## src/rtl/rv_iopmp_pkg.sv

```systemverilog
// Shared IOPMP types: access encoding, SE error types and the SE sequencer state enum.
package rv_iopmp_pkg;

    typedef enum logic [2:0] {
        ACCESS_NONE      = 3'd0,
        ACCESS_READ      = 3'd1,
        ACCESS_WRITE     = 3'd2,
        ACCESS_EXECUTION = 3'd4
    } access_t;

    localparam logic [2:0] ERR_EXEC    = 3'd3;
    localparam logic [2:0] ERR_NO_HIT  = 3'd5;
    localparam logic [2:0] ERR_UNKNOWN = 3'd7;

    typedef enum logic [1:0] {
        IDLE = 2'd0,
        SCAN = 2'd1,
        RESP = 2'd2
    } se_seq_state_t;

endpackage

```

## src/rtl/rv_iopmp_dl_se_win.sv

```systemverilog
// Combinational evaluator for one match window: the lowest matching slot decides the verdict.
module rv_iopmp_dl_se_win
    import rv_iopmp_pkg::*;
#(
    parameter int NUMBER_INSTANCES = 8
) (
    input  logic [NUMBER_INSTANCES-1:0] match,
    input  logic [NUMBER_INSTANCES-1:0] allow,
    input  logic [8:0]                  offset,
    input  access_t                     access,
    output logic                        hit,
    output logic                        hit_allow,
    output logic                        err,
    output logic [2:0]                  err_type,
    output logic [15:0]                 err_index
);

    logic [8:0] slot;
    logic       sel_allow;

    always_comb begin
        hit       = 1'b0;
        slot      = '0;
        sel_allow = 1'b0;
        // Descending scan so the lowest set bit is the last one written.
        for (int i = NUMBER_INSTANCES - 1; i >= 0; i--) begin
            if (match[i]) begin
                hit       = 1'b1;
                slot      = 9'(i);
                sel_allow = allow[i];
            end
        end
        hit_allow = hit & sel_allow;
        err       = hit & ~sel_allow;
        err_type  = 3'd0;
        err_index = 16'd0;
        if (err) begin
            case (access)
                ACCESS_READ:      err_type = 3'd1;
                ACCESS_WRITE:     err_type = 3'd2;
                ACCESS_EXECUTION: err_type = ERR_EXEC;
                default:          err_type = ERR_UNKNOWN;
            endcase
            err_index = {7'd0, offset} + {7'd0, slot};
        end
    end

endmodule

```

## src/rtl/rv_iopmp_dl_se_seq.sv

```systemverilog
// SE sequencer: steps a narrow match window across the entry table and returns a
// registered allow/error verdict on a valid/ready channel.
module rv_iopmp_dl_se_seq
    import rv_iopmp_pkg::*;
#(
    parameter int NUMBER_ENTRIES   = 8,
    parameter int NUMBER_INSTANCES = 8
) (
    input  logic                        clk_i,
    input  logic                        rst_i,
    input  logic                        enable_i,
    input  logic                        req_valid_i,
    output logic                        req_ready_o,
    input  access_t                     req_access_i,
    output logic [8:0]                  win_offset_o,
    input  logic [NUMBER_INSTANCES-1:0] win_match_i,
    input  logic [NUMBER_INSTANCES-1:0] win_allow_i,
    output logic                        rsp_valid_o,
    input  logic                        rsp_ready_i,
    output logic                        rsp_allow_o,
    output logic                        rsp_err_o,
    output logic [2:0]                  rsp_err_type_o,
    output logic [15:0]                 rsp_err_index_o
);

    localparam logic [8:0] LAST_OFFSET = 9'(NUMBER_ENTRIES - NUMBER_INSTANCES);
    localparam logic [8:0] STEP        = 9'(NUMBER_INSTANCES);

    se_seq_state_t state_q, state_d;
    logic [8:0]    offset_q, offset_d;
    access_t       access_q, access_d;
    logic          allow_q, allow_d;
    logic          err_q, err_d;
    logic [2:0]    type_q, type_d;
    logic [15:0]   index_q, index_d;

    logic          win_hit, win_allow, win_err;
    logic [2:0]    win_type;
    logic [15:0]   win_index;
    logic          accept;

    rv_iopmp_dl_se_win #(
        .NUMBER_INSTANCES(NUMBER_INSTANCES)
    ) u_win (
        .match     (win_match_i),
        .allow     (win_allow_i),
        .offset    (offset_q),
        .access    (access_q),
        .hit       (win_hit),
        .hit_allow (win_allow),
        .err       (win_err),
        .err_type  (win_type),
        .err_index (win_index)
    );

    // Accepting in RESP alongside the verdict handshake removes the bubble between requests.
    assign req_ready_o = (state_q == IDLE) || ((state_q == RESP) && rsp_ready_i);
    assign accept      = req_valid_i && req_ready_o;

    always_comb begin
        state_d  = state_q;
        offset_d = offset_q;
        access_d = access_q;
        allow_d  = allow_q;
        err_d    = err_q;
        type_d   = type_q;
        index_d  = index_q;
        case (state_q)
            SCAN: begin
                if (win_hit) begin
                    state_d = RESP;
                    allow_d = win_allow;
                    err_d   = win_err;
                    type_d  = win_type;
                    index_d = win_index;
                end else if (offset_q == LAST_OFFSET) begin
                    state_d = RESP;
                    allow_d = 1'b0;
                    err_d   = 1'b1;
                    type_d  = ERR_NO_HIT;
                    index_d = 16'd0;
                end else begin
                    offset_d = offset_q + STEP;
                end
            end
            RESP: begin
                if (rsp_ready_i) state_d = IDLE;
            end
            default: ;
        endcase
        if (accept) begin
            offset_d = 9'd0;
            access_d = req_access_i;
            if (enable_i) begin
                state_d = SCAN;
            end else begin
                state_d = RESP;
                allow_d = 1'b0;
                err_d   = 1'b0;
                type_d  = 3'd0;
                index_d = 16'd0;
            end
        end
    end

    always_ff @(posedge clk_i or posedge rst_i) begin
        if (rst_i) begin
            state_q  <= IDLE;
            offset_q <= 9'd0;
            access_q <= ACCESS_NONE;
            allow_q  <= 1'b0;
            err_q    <= 1'b0;
            type_q   <= 3'd0;
            index_q  <= 16'd0;
        end else begin
            state_q  <= state_d;
            offset_q <= offset_d;
            access_q <= access_d;
            allow_q  <= allow_d;
            err_q    <= err_d;
            type_q   <= type_d;
            index_q  <= index_d;
        end
    end

    assign win_offset_o    = offset_q;
    assign rsp_valid_o     = (state_q == RESP);
    assign rsp_allow_o     = allow_q;
    assign rsp_err_o       = err_q;
    assign rsp_err_type_o  = type_q;
    assign rsp_err_index_o = index_q;

endmodule

```

## config.mk

```make
export PLATFORM = sky130hd
export DESIGN_NAME = rv_iopmp_dl_se_seq
export DESIGN_NICKNAME = d
export VERILOG_FILES = /design/src/rtl/rv_iopmp_pkg.sv /design/src/rtl/rv_iopmp_dl_se_win.sv /design/src/rtl/rv_iopmp_dl_se_seq.sv
export SDC_FILE = /design/constraint.sdc
export NUM_CORES = 1
export LEC_CHECK = 0
export BUFFER_PORTS_ARGS = -buffer_cell sky130_fd_sc_hd__buf_2
export CELL_PAD_IN_SITES_DETAIL_PLACEMENT = 0
export CELL_PAD_IN_SITES_GLOBAL_PLACEMENT = 1
export CORE_ASPECT_RATIO = 0.75
export CORE_MARGIN = 1
export CORE_UTILIZATION = 35
export DETAILED_ROUTE_END_ITERATION = 10
export PLACE_DENSITY_LB_ADDON = 0.1
export SLEW_MARGIN = 20
export SYNTH_ARGS = -nofsm -noshare
export SYNTH_HDL_FRONTEND = slang
export SYNTH_HIERARCHICAL = 1
export SYNTH_SLANG_ARGS = --single-unit
```

## constraint.sdc

```tcl
create_clock -name clk_i -period 4.5 [get_ports clk_i]
set_input_delay 0.9 -clock clk_i [delete_from_list [all_inputs] [get_ports clk_i]]
set_output_delay 0.9 -clock clk_i [all_outputs]
set_load 0.02 [all_outputs]
```

==> impl_metrics.py, run 1 <==
metrics = {
    "power_and_ir_drop": {
        "p_leak_nw": 1.14,
        "total_power_w": 0.00106,
        "ir_drop_uv": 229,
        "cellPowerDensity_nw_per_um2": 456,
    },
    "global_routing": {
        "grt_max_degree": 33,
        "grt_use_total_pct": 16.1,
        "overflow": 0,
        "antenna_found_initial": 0,
        "grt_pass1_wl_um": 7100,
        "grt_pass1_vias": 1480,
    },
    "finish": {
        "drive_gt1_share_pct": 29.3,
        "multiInputGateArea_um2": 1000,
        "final.fill_count": 550,
        "final_cell_count_no_fill": 324,
        "post-route-util_pct": 43.4,
        "area_delta_synth_final_pct": 19.1,
        "num_antenna_cells": 0,
        "nNetsFinal": 277,
        "regArea_um2": 801,
    },
    "timing": {
        "skew_ps": 9.02,
        "slew_viol_final": 0,
        "tightest_slew_ps": 872,
        "slew_headroom_pct": 41.6,
        "finalHoldViolCount": 0,
        "fmax_mhz": 389,
        "fin_crit_ps": 2570,
        "finalSetupViolCount": 0,
        "setup_ws_ps": 1930,
        "min_period_over_period_pct": 57.1,
        "rsz0062_at_grt": "false",
        "setup-tns-final_ps": 0,
    },
    "drt": {
        "avgRoutedWirePerCell_um": 13.1,
        "drt-initial-drc-count": 78,
        "vias": 1565,
        "ant_nets": 0,
        "viasPerCell": 4.83,
        "first_pass_iters": 5,
        "routed_wl_um": 4250,
        "drc_errors": 0,
    },
    "floorplan": {
        "initial_core_util_pct": 36.4,
        "io_pins": 56,
        "die-area_um2": 5880,
        "fp.dieW_um": 88.2,
        "rows": 23,
        "die_h_um": 66.7,
        "core-area_um2": 5350,
    },
    "synthesis": {
        "synth_top_cells_by_area": "dfrtp_1 41%, a22o_1 9.0%, buf_4 3.5%",
        "synthCells": 193,
        "synth_area_um2": 1950,
        "yosysTopAreaCellShare_pct": 41.1,
        "synth-edff-count": 0,
        "ys.flop_type": "dfrtp_1",
        "avgSynthCellArea_um2": 10.1,
        "postSynth.asyncResetShare_pct": 100,
        "synthDistinctLibCells": 47,
        "ys_seq_area_share_pct": 41.1,
        "synth_top_cell_by_area": "dfrtp_1",
        "yosysWarnings": 6,
        "ys_ff_latch": 32,
    },
    "placed_design": {
        "io_buffers": 52,
        "place.gp.congestion": 0.735,
        "hpwl_um": 3220,
        "dp_worst_setup_slack_ps": 1610,
        "dp_cells": 316,
    },
    "critical_path": {
        "crit_path_cell_trace": "buf_2 -> nor4_1 -> nand2_1 -> a21oi_1 -> o22a_1 -> a22o_1",
        "required_ps": 4710,
        "crit_type": "input pin to flop",
        "startpoint_type": "input pin",
        "cp_max_fo": 18,
        "cp.arrival_ps": 2780,
        "slowest_stage": "o22a_1",
        "critPathMaxStageDelay_ps": 640,
        "crit_path_end_kind": "flop",
    },
    "clock_tree": {
        "clk_latency_ps": 280,
        "postCtsResizedCells": 0,
        "cts_buffer_depth": 2,
        "clk_pin_slew_ps": 70,
        "cts_num_sinks": 32,
        "clock-root-buffer": "clkbuf_8",
        "cts_tree": "done",
        "cts_buffers": 5,
        "post_cts_buffers": 0,
        "cts_max_level": 2,
        "ctsHoldBuffers": 0,
    },
    "status": {
        "status": "finished, final reports clean",
    },
    "flow_run": {
        "cap_violations": 0,
    },
    "worst_hold_path": {
        "min_path_type": "flop to flop",
    },
}
==> metal layers <==
metal / part of all wire, % / up-vias / GRT usage [%]
li1: - / 795 / -
met1: 55 / 723 / 23.1
met4: 0.80 / 0 / 4.84
met2: 38 / 43 / 23.0
met5: 0 / - / 0
met3: 5.4 / 4 / 4.46
==> synth_stat cells, types with 2 or more instances <==
master,n
o21ai_1,5
inv_1,12
buf_4,9
a211o_1,2
nor2b_1,2
ha_1,4
nor3b_1,2
nand2b_1,4
buf_6,4
xor2_1,5
nand3_1,10
o211ai_1,2
a21oi_1,8
nor2_1,8
dfrtp_1,32
o21ai_0,5
conb_1,2
nand2_1,8
nor4_2,2
mux2_2,4
xnor2_1,4
o221a_1,3
nor4_1,2
o21bai_1,2
nor3_1,10
a22o_1,20
buf_2,2
==> layout by cell type (no fill, tap or decap), types with 3 or more instances in the layout <==
cell	n
conb_1	13
xor2_1	5
clkbuf_8	5
o221a_1	3
ha_1	4
nor3_1	10
dfrtp_1	32
o21ai_0	5
o21ai_1	5
nand2_1	8
nor2_1	8
a22o_1	20
nand2b_1	4
a21oi_1	8
xnor2_1	4
nand3_1	10
mux2_2	4
buf_2	52
inv_1	12
==> worst max-delay path: cells and delay by family <==
kind,cells,cell delay [ps]
simple gates,2,630
buf+inv,1,120
compound gates,3,1120
==> cell type report <==
cell class              instances  share of cell area (%)
clock inverters                 2                    1.51
flip-flops and latches         32                    34.5
multi-input cells             143                    43.2
inverters                      13                    2.10
clock buffers                   6                    3.12
repair buffers                 53                    11.5
well taps                      75                    4.04
==> per-stage QoR <==
| step | area (um^2) | hold WS (ps) |
|---|---|---|
| after detailed placement | 2220 | 485 |
| final | 2320 | 495 |
| after CTS | 2320 | 501 |
| after floorplan | 1990 | 516 |
| after global placement | 2220 | 481 |
| after global routing | 2320 | 517 |
==> path summary, 6_finish.rpt <==
kind | start | slack (ps) | cells after the start | endpoint
hold / removal | rsp_err_index_o[12] | 500 | 1 | rsp_err_index_o[12]
max in group asynchronous | rst_i | 3520 | 3 | rsp_err_index_o[5]
setup / recovery | win_match_i[2] | 1930 | 6 | rsp_err_index_o[5]
setup reg to reg | win_offset_o[6] | 2630 | 4 | rsp_err_index_o[5]
hold reg to reg | rsp_err_index_o[12] | 500 | 1 | rsp_err_index_o[12]
min in group asynchronous | rst_i | 690 | 3 | state_q[1]
==> sequential cells by signal (all words and copies together), names as in the netlist <==
signal           flops
rsp_err_index_o     16
win_offset_o         6
state_q              2
rsp_err_o            1
rsp_allow_o          1
access_q             3
rsp_err_type_o       3
==> logic make-up after synthesis <==
family / after synthesis / synth area share, %
AO/OA/AOI/OAI: 57 / 23.0
flip-flops: 32 / 41.1
adder cells (fa/ha/maj): 5 / 3.59
other: 2 / 0.385
AND/OR/NAND/NOR: 55 / 16.0
buffers and inverters: 29 / 9.56
multiplexers: 4 / 2.31
XOR/XNOR: 9 / 4.04
==> where the power goes <==
group          internal (W)  switching (W)
Sequential         0.000361      0.0000512
Combinational      0.000152       0.000225
Clock              0.000164       0.000107
Note: power is estimated with default switching activity, not from simulation.
==> run 2: changes to the inputs <==
ABC_AREA = 1   (was default)
CORE_UTILIZATION = 34   (was 35)
clock period = 2.33 ns   (was 4.5 ns; I/O delays follow)
==> run 2 against run 1 <==
Net effect: non-clock buffer count increased by 1; worst setup slack got worse by 1400 ps; synthesized cell count is 44% higher; utilization fell by 0.76 points; clock power increased by 120%; global-route usage rose by 0.15 points; via count increased by 15%; worst hold slack worse by 230 ps; clock skew fell by 4.2 ps; first-iteration DRC count shrank 47%; final cell count up 28%; critical endpoint is now req_ready_o; largest cell class unchanged; largest power group is now combinational cells.
==> impl_metrics.py, run 2 <==
metrics = {
    "status": {
        "status": "finished, final reports clean",
    },
    "clock_tree": {
        "cts_buffers": 5,
        "postCtsResizedCells": 0,
        "cts_max_level": 2,
        "clock-root-buffer": "clkbuf_8",
        "clk_pin_slew_ps": 70,
        "cts_num_sinks": 32,
        "clk_latency_ps": 280,
        "ctsHoldBuffers": 0,
        "cts_tree": "done",
        "cts_buffer_depth": 2,
        "post_cts_buffers": 0,
    },
    "critical_path": {
        "rr_worst_depth": 6,
        "required_ps": 1860,
        "crit_path_cell_trace": "a21oi_1 -> buf_2",
        "r2r_slack_ps": 820,
        "cp.arrival_ps": 1370,
        "startpoint_type": "flop",
        "slowest_stage": "dfrtp_1",
        "critical_path.top_delay_family": "flip-flops",
        "crit_path_end_kind": "output pin",
        "crit_type": "flop to output pin",
        "rr_startpoint": "state_q[1]",
        "r2r-end": "rsp_err_o",
        "path_buf_inv": 1,
        "critPathMaxStageDelay_ps": 460,
        "cp_max_fo": 6,
    },
    "worst_hold_path": {
        "min_path_type": "input pin to asynchronous set/reset pin",
    },
    "global_routing": {
        "antenna_found_initial": 0,
        "overflow": 0,
        "grt_use_total_pct": 16.2,
        "grt_pass1_vias": 1691,
        "grt_max_degree": 33,
        "grt_pass1_wl_um": 8190,
    },
    "synthesis": {
        "avgSynthCellArea_um2": 7.51,
        "ys_ff_latch": 32,
        "ys_seq_area_share_pct": 38.5,
        "yosysTopAreaCellShare_pct": 38.5,
        "postSynth.asyncResetShare_pct": 100,
        "synth_top_cells_by_area": "dfrtp_1 38%, nand2_1 14%, nand3_1 5.3%",
        "ys.flop_type": "dfrtp_1",
        "synthDistinctLibCells": 33,
        "synthTopCellsByCount": "77 x nand2_1, 32 x dfrtp_1, 27 x inv_1",
        "synth_area_um2": 2080,
        "synth_top_cell_by_area": "dfrtp_1",
        "synth-edff-count": 0,
        "synth.most_common_cell": "nand2_1",
        "synthCells": 277,
        "yosysWarnings": 6,
    },
    "power_and_ir_drop": {
        "p_sw_w": 0.000912,
        "p_leak_nw": 1.30,
        "cellPowerDensity_nw_per_um2": 913,
        "intPower_w": 0.00137,
        "ir_drop_uv": 431,
        "power_frac_seq_pct": 35.0,
        "power_frac_comb_pct": 39.1,
        "switching_share_pct": 40.0,
        "p_clk_share_pct": 25.9,
    },
    "finish": {
        "num_antenna_cells": 0,
        "largest_register_ffs": 16,
        "layout_common_cells": "77 x nand2_1, 52 x buf_2, 32 x dfrtp_1",
        "final_cell_count_no_fill": 414,
        "stdcell_area_um2": 2500,
        "area_delta_synth_final_pct": 20.0,
        "nNetsFinal": 364,
        "final_common_cell": "nand2_1",
        "drive_gt1_share_pct": 27.4,
    },
    "floorplan": {
        "fp.dieW_um": 92.3,
        "die_h_um": 69.8,
        "initial_core_util_pct": 35.5,
        "core-area_um2": 5860,
        "io_pins": 56,
        "rows": 24,
        "die-area_um2": 6440,
    },
    "timing": {
        "slew_viol_final": 0,
        "setup-tns-final_ps": 0,
        "setup_ws_ps": 489,
        "fmax_mhz": 543,
        "rsz0062_at_grt": "false",
        "fin_crit_ps": 1840,
        "min_period_over_period_pct": 79.0,
        "skew_ps": 4.78,
        "finalHoldViolCount": 0,
        "finalSetupViolCount": 0,
    },
    "drt": {
        "ant_nets": 0,
        "vias": 1804,
        "drt-initial-drc-count": 41,
        "first_pass_iters": 4,
        "avgRoutedWirePerCell_um": 11.1,
        "routed_wl_um": 4580,
        "viasPerCell": 4.36,
        "drc_errors": 0,
    },
    "placed_design": {
        "place.gp.congestion": 0.759,
        "place_area_um2": 2370,
        "hpwl_um": 3340,
        "dp_cells": 406,
        "dp_worst_setup_slack_ps": 175,
        "io_buffers": 52,
    },
    "flow_run": {
        "cap_violations": 0,
    },
}
==> run 2: per-stage QoR <==
stage                     utilization (%)  hold slack [ps]  total power [W]
after floorplan                         -              465          0.00149
after global placement               40.5              492          0.00170
after detailed placement             40.5              502          0.00171
after CTS                            42.6              280          0.00231
after global routing                 42.6              287          0.00247
final                                42.6              265          0.00228
==> run 2: worst register-to-register path: cells and delay by family, from the launching register on <==
family	cells	cell delay, ps
AND/OR/NAND/NOR	3	550
flip-flops	1	460
buffers and inverters	2	200
AO/OA/AOI/OAI	1	180
==> run 2: power groups by stage <==
stage	registers [W]	clock network (W)	logic, W
global placement	0.000818	0	0.000887
floorplan	0.000914	0	0.000579
finish	0.000799	0.000590	0.000891
CTS	0.000803	0.000603	0.000902
global route	0.000821	0.000634	0.00101
detailed placement	0.000813	0	0.000899
==> run 2: how the worst max path moves through the flow <==
stage	startpoint	endpoint	depth (start not counted)
global route	win_match_i[7]	rsp_err_index_o[13]	10
finish	state_q[1]	req_ready_o	2
CTS	win_match_i[7]	rsp_err_index_o[13]	10
floorplan	win_match_i[7]	rsp_err_index_o[7]	10
global placement	win_match_i[7]	rsp_err_index_o[7]	10
detailed placement	win_match_i[7]	rsp_err_index_o[13]	10
==> run 2: per-layer routing <==
metal / up-vias / global-route usage (%) / share of wire [%]
met5: - / 0 / 0
met4: 0 / 4.17 / 0.76
met3: 5 / 4.17 / 4.0
met2: 36 / 23.7 / 41
met1: 791 / 23.6 / 54
li1: 972 / - / -
==> run 2: layout make-up <==
type / count / area (um^2)
sequential: 32 / 801
tap: 78 / 97.6
fill: 637 / 3360
timing repair buffer: 54 / 275
inverter: 32 / 120
clock buffer: 7 / 96.3
clock inverter: 1 / 30.0
multi-input combinational: 210 / 1080
==> run 2: cell families (layout without fill, tap and decap cells) <==
| group | Yosys count | count (layout) | synth area share, % |
|---|---|---|---|
| AO/OA/AOI/OAI | 39 | 39 | 10.3 |
| XOR/XNOR | 7 | 7 | 2.95 |
| adder cells (fa/ha/maj) | 5 | 5 | 3.37 |
| buffers and inverters | 46 | 94 | 11.7 |
| flip-flops | 32 | 32 | 38.5 |
| other | 2 | 13 | 0.361 |
| AND/OR/NAND/NOR | 146 | 146 | 32.8 |
==> run 3: changes to the inputs <==
CORE_UTILIZATION = 35   (was 34)
clock period = 1.9 ns   (was 2.33 ns; I/O delays follow)
==> run 3 against run 2 <==
Net effect: clock power grew 9.5%; critical endpoint unchanged; critical path depth is the same; utilization grew 2.6 points; critical path type unchanged.
==> impl_metrics.py, run 3 (synthesis gave the netlist of run 2 again) <==
metrics = {
    "clock_tree": {
        "clk_pin_slew_ps": 70,
        "clock-root-buffer": "clkbuf_8",
        "post_cts_buffers": 0,
        "cts_num_sinks": 32,
        "clk_latency_ps": 280,
        "cts_buffers": 5,
        "cts_buffer_depth": 2,
        "cts_tree": "done",
        "ctsHoldBuffers": 0,
        "postCtsResizedCells": 0,
        "cts_max_level": 2,
    },
    "finish": {
        "nNetsFinal": 366,
        "final_common_cell": "nand2_1",
        "drive_gt1_share_pct": 27.5,
        "area_delta_synth_final_pct": 20.3,
        "layout_common_cells": "77 x nand2_1, 52 x buf_2, 32 x dfrtp_1",
        "final.fill_count": 579,
        "num_antenna_cells": 0,
        "final_cell_count_no_fill": 413,
        "stdcell_area_um2": 2500,
        "largest_register_ffs": 16,
    },
    "timing": {
        "fin_crit_ps": 1730,
        "finalSetupViolCount": 0,
        "rsz0062_at_grt": "false",
        "fmax_mhz": 577,
        "min_period_over_period_pct": 91.3,
        "slew_viol_final": 0,
        "skew_ps": 5.78,
        "setup-tns-final_ps": 0,
        "finalHoldViolCount": 0,
    },
    "drt": {
        "drt-initial-drc-count": 43,
        "routed_wl_um": 4510,
        "vias": 1826,
        "first_pass_iters": 4,
        "avgRoutedWirePerCell_um": 10.9,
        "ant_nets": 0,
        "viasPerCell": 4.42,
        "drc_errors": 0,
    },
    "critical_path": {
        "cp_max_fo": 6,
        "r2r-end": "rsp_err_o",
        "crit_start": "state_q[1]",
        "crit_path_end_kind": "output pin",
        "rr_worst_depth": 6,
        "startpoint_type": "flop",
        "required_ps": 1520,
        "r2r_slack_ps": 380,
        "crit_type": "flop to output pin",
        "rr_startpoint": "state_q[1]",
        "cp.arrival_ps": 1350,
        "cp-endpoint": "req_ready_o",
    },
    "floorplan": {
        "initial_core_util_pct": 37.7,
        "io_pins": 56,
        "die_h_um": 68.8,
        "fp.dieW_um": 91.0,
        "die-area_um2": 6260,
        "core-area_um2": 5530,
        "rows": 23,
    },
    "placed_design": {
        "place_area_um2": 2390,
        "place.gp.congestion": 0.727,
        "io_buffers": 52,
        "dp_cells": 405,
        "hpwl_um": 3350,
    },
    "global_routing": {
        "overflow": 0,
        "grt_pass1_vias": 1634,
        "antenna_found_initial": 0,
        "grt_max_degree": 33,
        "grt_use_total_pct": 15.8,
        "grt_pass1_wl_um": 7710,
    },
    "power_and_ir_drop": {
        "ir_drop_uv": 565,
        "cellPowerDensity_nw_per_um2": 1100,
        "p_leak_nw": 1.31,
    },
    "worst_hold_path": {
        "min_path_type": "input pin to asynchronous set/reset pin",
    },
    "flow_run": {
        "cap_violations": 0,
    },
    "status": {
        "status": "finished, final reports clean",
    },
}
-- run 3: critical path, stage by stage, from the launching register on --
cell	delay, ps
dfrtp_1	470
a21oi_1	360
buf_2	240
-- run 3: final cells by class --
type	instances	area, um^2	area share [%]
multi-input cells	210	1080	43.0
flip-flops and latches	32	801	32.0
repair buffers	56	303	12.1
inverters	32	120	4.80
well taps	75	93.8	3.75
clock buffers	6	72.6	2.90
clock inverters	2	35.0	1.40
-- run 3: worst min-delay path by stage --
stage                                     end  cells past startpoint              start  slack [ps]
after floorplan                   access_q[0]                      2        access_q[0]         460
after CTS                   rsp_err_type_o[1]                      3              rst_i         200
after global placement              rsp_err_o                      2          rsp_err_o         490
after detailed placement    rsp_err_type_o[2]                      2  rsp_err_type_o[2]         490
after global routing      rsp_err_index_o[15]                      3              rst_i         220
final                      rsp_err_index_o[6]                      3              rst_i         190
-- run 3: stage by stage --
step	power [W]	setup slack, ps	hold slack (ps)	utilization (%)
4_1_cts	0.00279	157	197	45.3
3_3_place_gp	0.00213	80.5	485	43.3
2_1_floorplan	0.00183	259	465	-
3_5_place_dp	0.00213	24.8	486	43.3
6_report	0.00276	166	186	45.3
5_1_grt	0.00296	76.1	222	45.3
-- run 3: power by group --
group          switching (W)  internal (W)
clock network       0.000257      0.000389
registers           0.000125      0.000856
logic               0.000732      0.000396
total                0.00111       0.00164
-- run 3: per-layer routing --
layer | GRT usage, % | wire length (um) | up-vias
li1 | - | - | 986
met1 | 23.1 | 2570 | 799
met2 | 23.3 | 1710 | 39
met3 | 4.06 | 201 | 2
met4 | 3.57 | 23 | 0
met5 | 0 | 0 | -
